File: src/rtl/reg_file_pkg.sv
// reg_file_pkg: shared widths and the sentinel tag used by the register file.
`default_nettype none

package reg_file_pkg;

  localparam int REG_NUMBER_WIDTH = 5;
  localparam int DATA_WIDTH       = 32;
  localparam int ROB_SIZE         = 16;
  localparam int ROB_ID_WIDTH     = 5;

  typedef logic [ROB_ID_WIDTH-1:0] rob_id_t;

  // Tag value one past the last ROB entry marks a committed register.
  localparam rob_id_t NON_DEPENDENT_ID = rob_id_t'(ROB_SIZE);

endpackage

`default_nettype wire

File: src/rtl/reg_file.sv
// +----------------------------------------------------------------------+
// | reg_file: architectural register file with ROB rename tags           |
// | rev 1.0                                                              |
// +----------------------------------------------------------------------+
`default_nettype none

module reg_file
  import reg_file_pkg::*;
#(
  parameter int                   REG_NUM       = 32,
  parameter int                   ROB_ID_W      = 5,
  parameter logic [ROB_ID_W-1:0]  NON_DEPENDENT = ROB_ID_W'(ROB_SIZE)
) (
  input  logic                        clk,
  input  logic                        rst,
  input  logic                        rdy,
  input  logic                        enable_from_rob,
  input  logic [DATA_WIDTH-1:0]       V_from_rob,
  input  logic [ROB_ID_W-1:0]         Q_from_rob,
  input  logic                        enable_rename_from_dsp,
  input  logic [REG_NUMBER_WIDTH-1:0] rd_from_dsp,
  input  logic [ROB_ID_W-1:0]         rob_id_from_dsp,
  input  logic [REG_NUMBER_WIDTH-1:0] rs1_from_dsp,
  input  logic [REG_NUMBER_WIDTH-1:0] rs2_from_dsp,
  output logic [DATA_WIDTH-1:0]       Vj_to_dsp,
  output logic [DATA_WIDTH-1:0]       Vk_to_dsp,
  output logic [ROB_ID_W-1:0]         Qj_to_dsp,
  output logic [ROB_ID_W-1:0]         Qk_to_dsp,
  input  logic                        mispredict
);

  logic [DATA_WIDTH-1:0] r_value [REG_NUM];
  logic [ROB_ID_W-1:0]   r_tag   [REG_NUM];

  logic [REG_NUM-1:0] w_hit;
  logic [REG_NUM-1:0] w_ren;
  logic               w_rename_ok;

  assign w_rename_ok = enable_rename_from_dsp && !mispredict;

  // x0 never matches a commit and never accepts a rename.
  for (genvar i = 0; i < REG_NUM; i++) begin : g_match
    if (i == 0) begin : g_zero
      assign w_hit[i] = 1'b0;
      assign w_ren[i] = 1'b0;
    end else begin : g_cmp
      assign w_hit[i] = enable_from_rob && (r_tag[i] == Q_from_rob);
      assign w_ren[i] = w_rename_ok && (rd_from_dsp == REG_NUMBER_WIDTH'(i));
    end
  end

  always_ff @(posedge clk or negedge rst) begin
    if (!rst) begin
      for (int i = 0; i < REG_NUM; i++) begin
        r_value[i] <= '0;
        r_tag[i]   <= NON_DEPENDENT;
      end
    end else if (rdy) begin
      for (int i = 0; i < REG_NUM; i++) begin
        if (w_hit[i]) begin
          r_value[i] <= V_from_rob;
        end
        // A same-cycle rename outranks the commit's tag clear.
        if (mispredict) begin
          r_tag[i] <= NON_DEPENDENT;
        end else if (w_ren[i]) begin
          r_tag[i] <= rob_id_from_dsp;
        end else if (w_hit[i]) begin
          r_tag[i] <= NON_DEPENDENT;
        end
      end
    end
  end

  logic [REG_NUMBER_WIDTH-1:0] w_rs [2];
  assign w_rs[0] = rs1_from_dsp;
  assign w_rs[1] = rs2_from_dsp;

  for (genvar p = 0; p < 2; p++) begin : g_read
    logic [DATA_WIDTH-1:0] v;
    logic [ROB_ID_W-1:0]   q;

    always_comb begin
      v = '0;
      q = NON_DEPENDENT;
      if (w_rs[p] != '0) begin
        if (w_hit[w_rs[p]]) begin
          v = V_from_rob;
        end else if (r_tag[w_rs[p]] == NON_DEPENDENT) begin
          v = r_value[w_rs[p]];
        end else begin
          q = r_tag[w_rs[p]];
        end
      end
    end
  end

  assign Vj_to_dsp = g_read[0].v;
  assign Qj_to_dsp = g_read[0].q;
  assign Vk_to_dsp = g_read[1].v;
  assign Qk_to_dsp = g_read[1].q;

endmodule

`default_nettype wire

File: config.mk
export PLATFORM = sky130hd
export DESIGN_NAME = reg_file
export DESIGN_NICKNAME = d
export VERILOG_FILES = /design/src/rtl/reg_file_pkg.sv /design/src/rtl/reg_file.sv
export SDC_FILE = /design/constraint.sdc
export NUM_CORES = 2
export LEC_CHECK = 0
export CORE_AREA = 2 2 367 369
export DETAILED_ROUTE_END_ITERATION = 10
export DIE_AREA = 0 0 369 371
export GPL_TIMING_DRIVEN = 0
export PLACE_DENSITY = 0.69
export SKIP_LAST_GASP = 1
export SYNTH_ARGS = -nofsm -noshare
export SYNTH_HDL_FRONTEND = slang
export SYNTH_SLANG_ARGS = --single-unit
File: constraint.sdc
create_clock -name clk -period 7.1 [get_ports clk]
set_clock_uncertainty 0.15 [all_clocks]
set_input_delay 2.13 -clock clk [delete_from_list [all_inputs] [get_ports clk]]
set_output_delay 2.13 -clock clk [all_outputs]
set_load 0.005 [all_outputs]
[Word-level counts from Yosys, hierarchy flattened]
Index checks and enable logic that the tools add are counted.
Storage, ports and cells
  bits in registers: 1147
  input port bits: 63
  output and inout bits: 74
  logic and storage cells: 412
Cells by class
  magnitude comparators: 4
  eq/ne operators: 64
  mux-type cells: 121
  bitwise operators: 2
  reduce and logical (&&, ||, !) cells: 159
Operators by type and width (number)
  $mux 5: 103
  $bmux 32 s5: 2
  $mux 32: 10
  $eq 5x5->1: 31
  $reduce_and 2->1: 62
  $reduce_bool 3->1: 31
  $eq 5x5->1 const B: 18
  $logic_and 1x1->1: 63
  $bmux 5 s5: 2
  $eq 5x4->1 const B: 8
  $eq 5x3->1 const B: 4
  $ge 6x6->1 const B: 2
  $lt 5x6->1 const B: 2
  $not 5->6: 2
  $bmux 1 s5: 2
  $eq 5x2->1 const B: 2
  $reduce_bool 5->1: 2
  $eq 5x1->1 const B: 1
  $mux 1: 2
  $logic_not 1->1: 1

[Depth between registers and ports, before layout]
  word-level depth: 8
  mapped depth: 13
  mapped depth without buffers: 7

[Worst setup path before layout]
No wires, ideal clock.
  path type: in2out
  from: input port rs1_from_dsp[0]
  to: output port Vj_to_dsp[28]
  data arrival time: 4.295 ns
  required time: 4.820 ns
  slack: 0.525 ns
  cell stages on the path: 9
  buffers on the path: 4
  cell sequence: buf_2 buf_6 buf_2 buf_2 mux4_2 mux4_2 mux2i_1 nor3b_1 mux2_2
Between the ends
  word-level cells in the longest chain between the ends: 8
  elaborated cells on any way between the ends: 14
  classes of those cells: eq/ne: 1; mux: 11; bitwise: 1; reduce/logical: 1
RTL lines
  start: declaration: RTL line reg_file.sv:23  | input logic [REG_NUMBER_WIDTH-1:0] rs1_from_dsp,
  $not 5->6 (not written as such): RTL line reg_file.sv:89, reg_file.sv:90
  $bmux 5 s5: RTL line reg_file.sv:89  | end else if (r_tag[w_rs[p]] == NON_DEPENDENT) begin
  $mux 5 (not written as such) (2 in a row): RTL line reg_file.sv:89
  $eq 5x5->1: RTL line reg_file.sv:89
  $mux 32: RTL line reg_file.sv:89
  $mux 32: RTL line reg_file.sv:87  | if (w_hit[w_rs[p]]) begin
  $mux 32 *: RTL line reg_file.sv:86  | if (w_rs[p] != '0) begin
  end: declaration: RTL line reg_file.sv:25  | output logic [DATA_WIDTH-1:0] Vj_to_dsp,
Mark *: on every way between the ends. The rest lies on a longest branch, timed or not. The select of a mux whose other input is x is not followed.

[Final worst setup path]
  from: input port Q_from_rob[3]
  to: output port Vk_to_dsp[5]
Between the ends
  word-level cells in the longest chain between the ends: 6
  elaborated cells on any way between the ends: 66
  classes of those cells: eq/ne: 31; mux: 4; reduce/logical: 31
RTL lines
  start: declaration: RTL line reg_file.sv:19  | input logic [ROB_ID_W-1:0] Q_from_rob,
  $eq 5x5->1: RTL line reg_file.sv:47  | assign w_hit[i] = enable_from_rob && (r_tag[i] == Q_from_rob);
  $logic_and 1x1->1: RTL line reg_file.sv:47
  $bmux 1 s5 *: RTL line reg_file.sv:87
  $mux 1 (not written as such) *: RTL line reg_file.sv:87
  $mux 32 *: RTL line reg_file.sv:87
  $mux 32 *: RTL line reg_file.sv:86
  end: declaration: RTL line reg_file.sv:26  | output logic [DATA_WIDTH-1:0] Vk_to_dsp,
Marked as above.

==> flow_summary.json <==
{
  "max_stage_delay_ps": 310,
  "drt_wl_total_mm": 297,
  "drtIter0Drc": 8234,
  "cpMostUsedCell": "buf_12",
  "synth_seq_cells": 1147,
  "nNetsFinal": 5396,
  "drive_above_1_share": 0.499,
  "grt_usage": 0.427,
  "hold_path_class": "reg2reg",
  "dp.final_hpwl_mm": 194,
  "swShare": 0.290,
  "viasPerCell": 7.36,
  "p_int_mw": 13.8,
  "seq_area_frac_synth": 0.435,
  "critPathKind": "in2out",
  "holdWs_ps": 360,
  "overflow": 0,
  "synth_cells": 4876,
  "critPathArrivalTime_ps": 5090,
  "gp_congestion": 1.07,
  "die_h_um": 371,
  "stdcell_count": 7207,
  "reg2reg_to": "r_value[157]$_DFFE_PN0P_",
  "cts_max_level": 4,
  "clk_latency_ps": 800,
  "grt_pass1_wl_mm": 400,
  "die_w_um": 369,
  "slew_headroom": -0.100,
  "p_switching_mw": 5.63,
  "cp.buffers_inverters": 9,
  "min-delay-start": "r_tag[94]$_DFFE_PN1P_",
  "reg2reg_depth": 7,
  "cp_max_fo": 6,
  "critPathTopFamily": "buffers and inverters",
  "drcViolationCount": 0,
  "synth_edf_count": 0,
  "cts_hold_buf": 0,
  "synth_top_flop_cell": "dfrtp_1",
  "min_delay_path_depth": 2,
  "seq_power_share": 0.415,
  "setup-tns-final_ps": -8410,
  "min_period_ps": 7370,
  "p_leak_nw": 35.4,
  "num_rows": 134,
  "root_buffer": "clkbuf_16",
  "violations": "max-capacitance violations, max-slew violations, negative setup slack",
  "yosys_warnings": 0,
  "cts_tree": "done",
  "first_global_vias": 51000,
  "synthArstFlopShare": 1.00,
  "synth_area_sq_mm": 0.0661,
  "fmax_mhz": 136,
  "cts_buffer_depth": 3,
  "wire_per_inst_um": 41.1,
  "syn_nets": 4939,
  "power.share.clock": 0.362,
  "antenna_found_initial": 13,
  "share_comb_of_total_power": 0.223,
  "crit_chain": "buf_12 -> buf_12 -> buf_4 -> xnor2_1 -> nand4_1 -> buf_4 -> nor3_1 -> o21ai_1 -> a211oi_2 -> o32a_2 -> buf_12 -> buf_16 -> buf_4 -> buf_12 -> mux2i_4 -> clkbuf_2",
  "core_area_sq_mm": 0.133,
  "r2r_start": "r_tag[24]$_DFFE_PN1P_",
  "cts.sink_count": 1147,
  "timing.final.crit_share": 1.04,
  "start_kind": "input pin",
  "rsz0062_at_grt": "yes",
  "hold_viol_final": 0,
  "start_util": 0.497,
  "status": "complete, but fails checks",
  "worst_slew_pin_slew_ps": 1640,
  "area_growth_pct": 21.9,
  "die-area_sq_mm": 0.137,
  "end_kind": "output pin",
  "final_max_slew_viol_count": 46,
  "io_pins": 137,
  "crit_required_ps": 4820,
  "holdPathEnd": "r_tag[94]$_DFFE_PN1P_",
  "grt_max_degree": 177,
  "irDropWorstVdd_v": 0.000284,
  "powerDensity_mw_per_mm2": 241,
  "portBuffers": 124,
  "r2r_slack_ps": 3300,
  "synth_cell_types": 63,
  "clk_pin_slew_ps": 50,
  "syn_avg_cell_area_sq_um": 13.5,
  "timing.final.ws_setup_ps": -273,
  "place_inst": 6783,
  "numCtsBuffers": 132,
  "fill_cells": 10200,
  "ant_nets": 0,
  "setup_viol": 64,
  "slowest_stage": "mux2i_4",
  "maxCapViolations": 8,
  "vias": 53100,
  "final_cell_mix": "dfrtp_1 (1116), mux2_2 (1008), mux4_2 (602), nand2_1 (348), clkbuf_1 (177)",
  "drt-pass1-iter-count": 8,
  "final_common_cell": "dfrtp_1"
}
## per-stage QoR
stage               setup slack (ps)  total power [mW]   util  cell area (sq um)
floorplan                        525              10.3      -              66100
global placement              -49220              11.6  0.523              69500
detailed placement             -3330              11.7  0.526              69800
CTS                             -282              18.9  0.586              77800
global route                    -252              19.8  0.606              80500
finish                          -273              19.4  0.606              80500
## cells in the mapped netlist (5+ instances only)
master     count  area (sq um)
nor3b_1       33           248
dfrtp_1     1116         27900
a21oi_1       35           175
nor4_1        13          81.3
and2_1         5          31.3
o31ai_1       20           150
o21ai_0      123           616
buf_1         60           225
nor3_1        86           430
a2111oi_0      6          52.6
a211oi_1      14           105
nand2b_1      10          62.6
o22ai_1       18           113
buf_2        138           691
mux2_2      1045         11800
mux2i_1      185          1850
a31oi_1        8          50.1
mux4_2       602         13600
inv_1         35           131
dfstp_2       31           815
nand2_1      363          1360
a221oi_1      11          96.3
mux2_1         7          78.8
o21a_1         5          37.5
a22oi_1       16           120
buf_4         31           233
nand4_1       16           100
nor2b_1       16           100
a311oi_1       5          43.8
xor2_1         8          70.1
buf_6         27           304
nand3_1      186           931
clkbuf_1     230           863
o221ai_1      21           184
o32ai_1        9          78.8
xnor2_1      147          1290
and3_1         9          56.3
o2bb2ai_1     27           236
nor2_1       115           432
## final cells by class
cell class	count	area, sq um	area share
Inverter	40	175	0.00218
Sequential cell	1147	28700	0.357
Clock inverter	35	412	0.00511
Clock buffer	196	3900	0.0485
Timing Repair Buffer	330	3700	0.0459
Buffer	483	4400	0.0546
Antenna cell	9	22.5	0.000280
Tap cell	1768	2210	0.0275
Multi-Input combinational cell	3199	36900	0.459
## routing by layer
layer | vias to the layer above | part of all wire | track usage
met1 | 27500 | 0.35 | 0.535
li1 | 19400 | - | -
met4 | 20 | 0.088 | 0.294
met3 | 1393 | 0.15 | 0.177
met2 | 4775 | 0.42 | 0.600
met5 | - | 0.00084 | 0.0101
## worst max path at each step
stage / slack [ps] / endpoint / startpoint / depth (start not counted)
after floorplan: 520 / Vj_to_dsp[28] / rs1_from_dsp[0] / 9
after global placement: -49220 / r_value[665]$_DFFE_PN0P_ / rst / 1
after detailed placement: -3330 / Vk_to_dsp[22] / rs2_from_dsp[0] / 11
after CTS: -280 / Vj_to_dsp[8] / rs1_from_dsp[0] / 14
after global routing: -250 / Vj_to_dsp[18] / rs1_from_dsp[0] / 16
final: -270 / Vk_to_dsp[5] / Q_from_rob[3] / 16
## sequential cells by signal, indices dropped and copies added, names as in the netlist
| signal | count |
|---|---|
| r_value | 992 |
| r_tag | 155 |
## kinds of logic after synthesis
family | Yosys count | synth area share
xor gates and xnor gates | 155 | 0.0206
and+or+nand+nor | 864 | 0.0595
AOI/OAI and AO/OA | 341 | 0.0341
DFF | 1147 | 0.435
muxes | 1839 | 0.413
buffers and inverters | 530 | 0.0380
## power groups by stage
stage	sequential (mW)	combinational, mW	clock [mW]
final	8.04	4.32	7.02
after global routing	8.13	4.43	7.27
after CTS	7.99	3.94	6.97
after detailed placement	8.10	3.64	0
after global placement	8.09	3.56	0
after floorplan	7.89	2.45	0
## worst reg2reg max path: cells and delay by family (launching register included)
kind,cells,cell delay (ps)
DFF,1,640
xor gates and xnor gates,1,150
muxes,1,420
and+or+nand+nor,2,1410
buffers and inverters,3,930
## repair_timing
action / in CTS / in global routing
pin swaps: 37 / 53
buffers inserted: 70 / 109
resized for setup: 824 / 494
cloned: 9 / 6
endpoints found under the hold margin: 0 / 0
endpoints found under the setup margin: 74 / 74
Note: power is estimated with default switching activity, not from simulation.
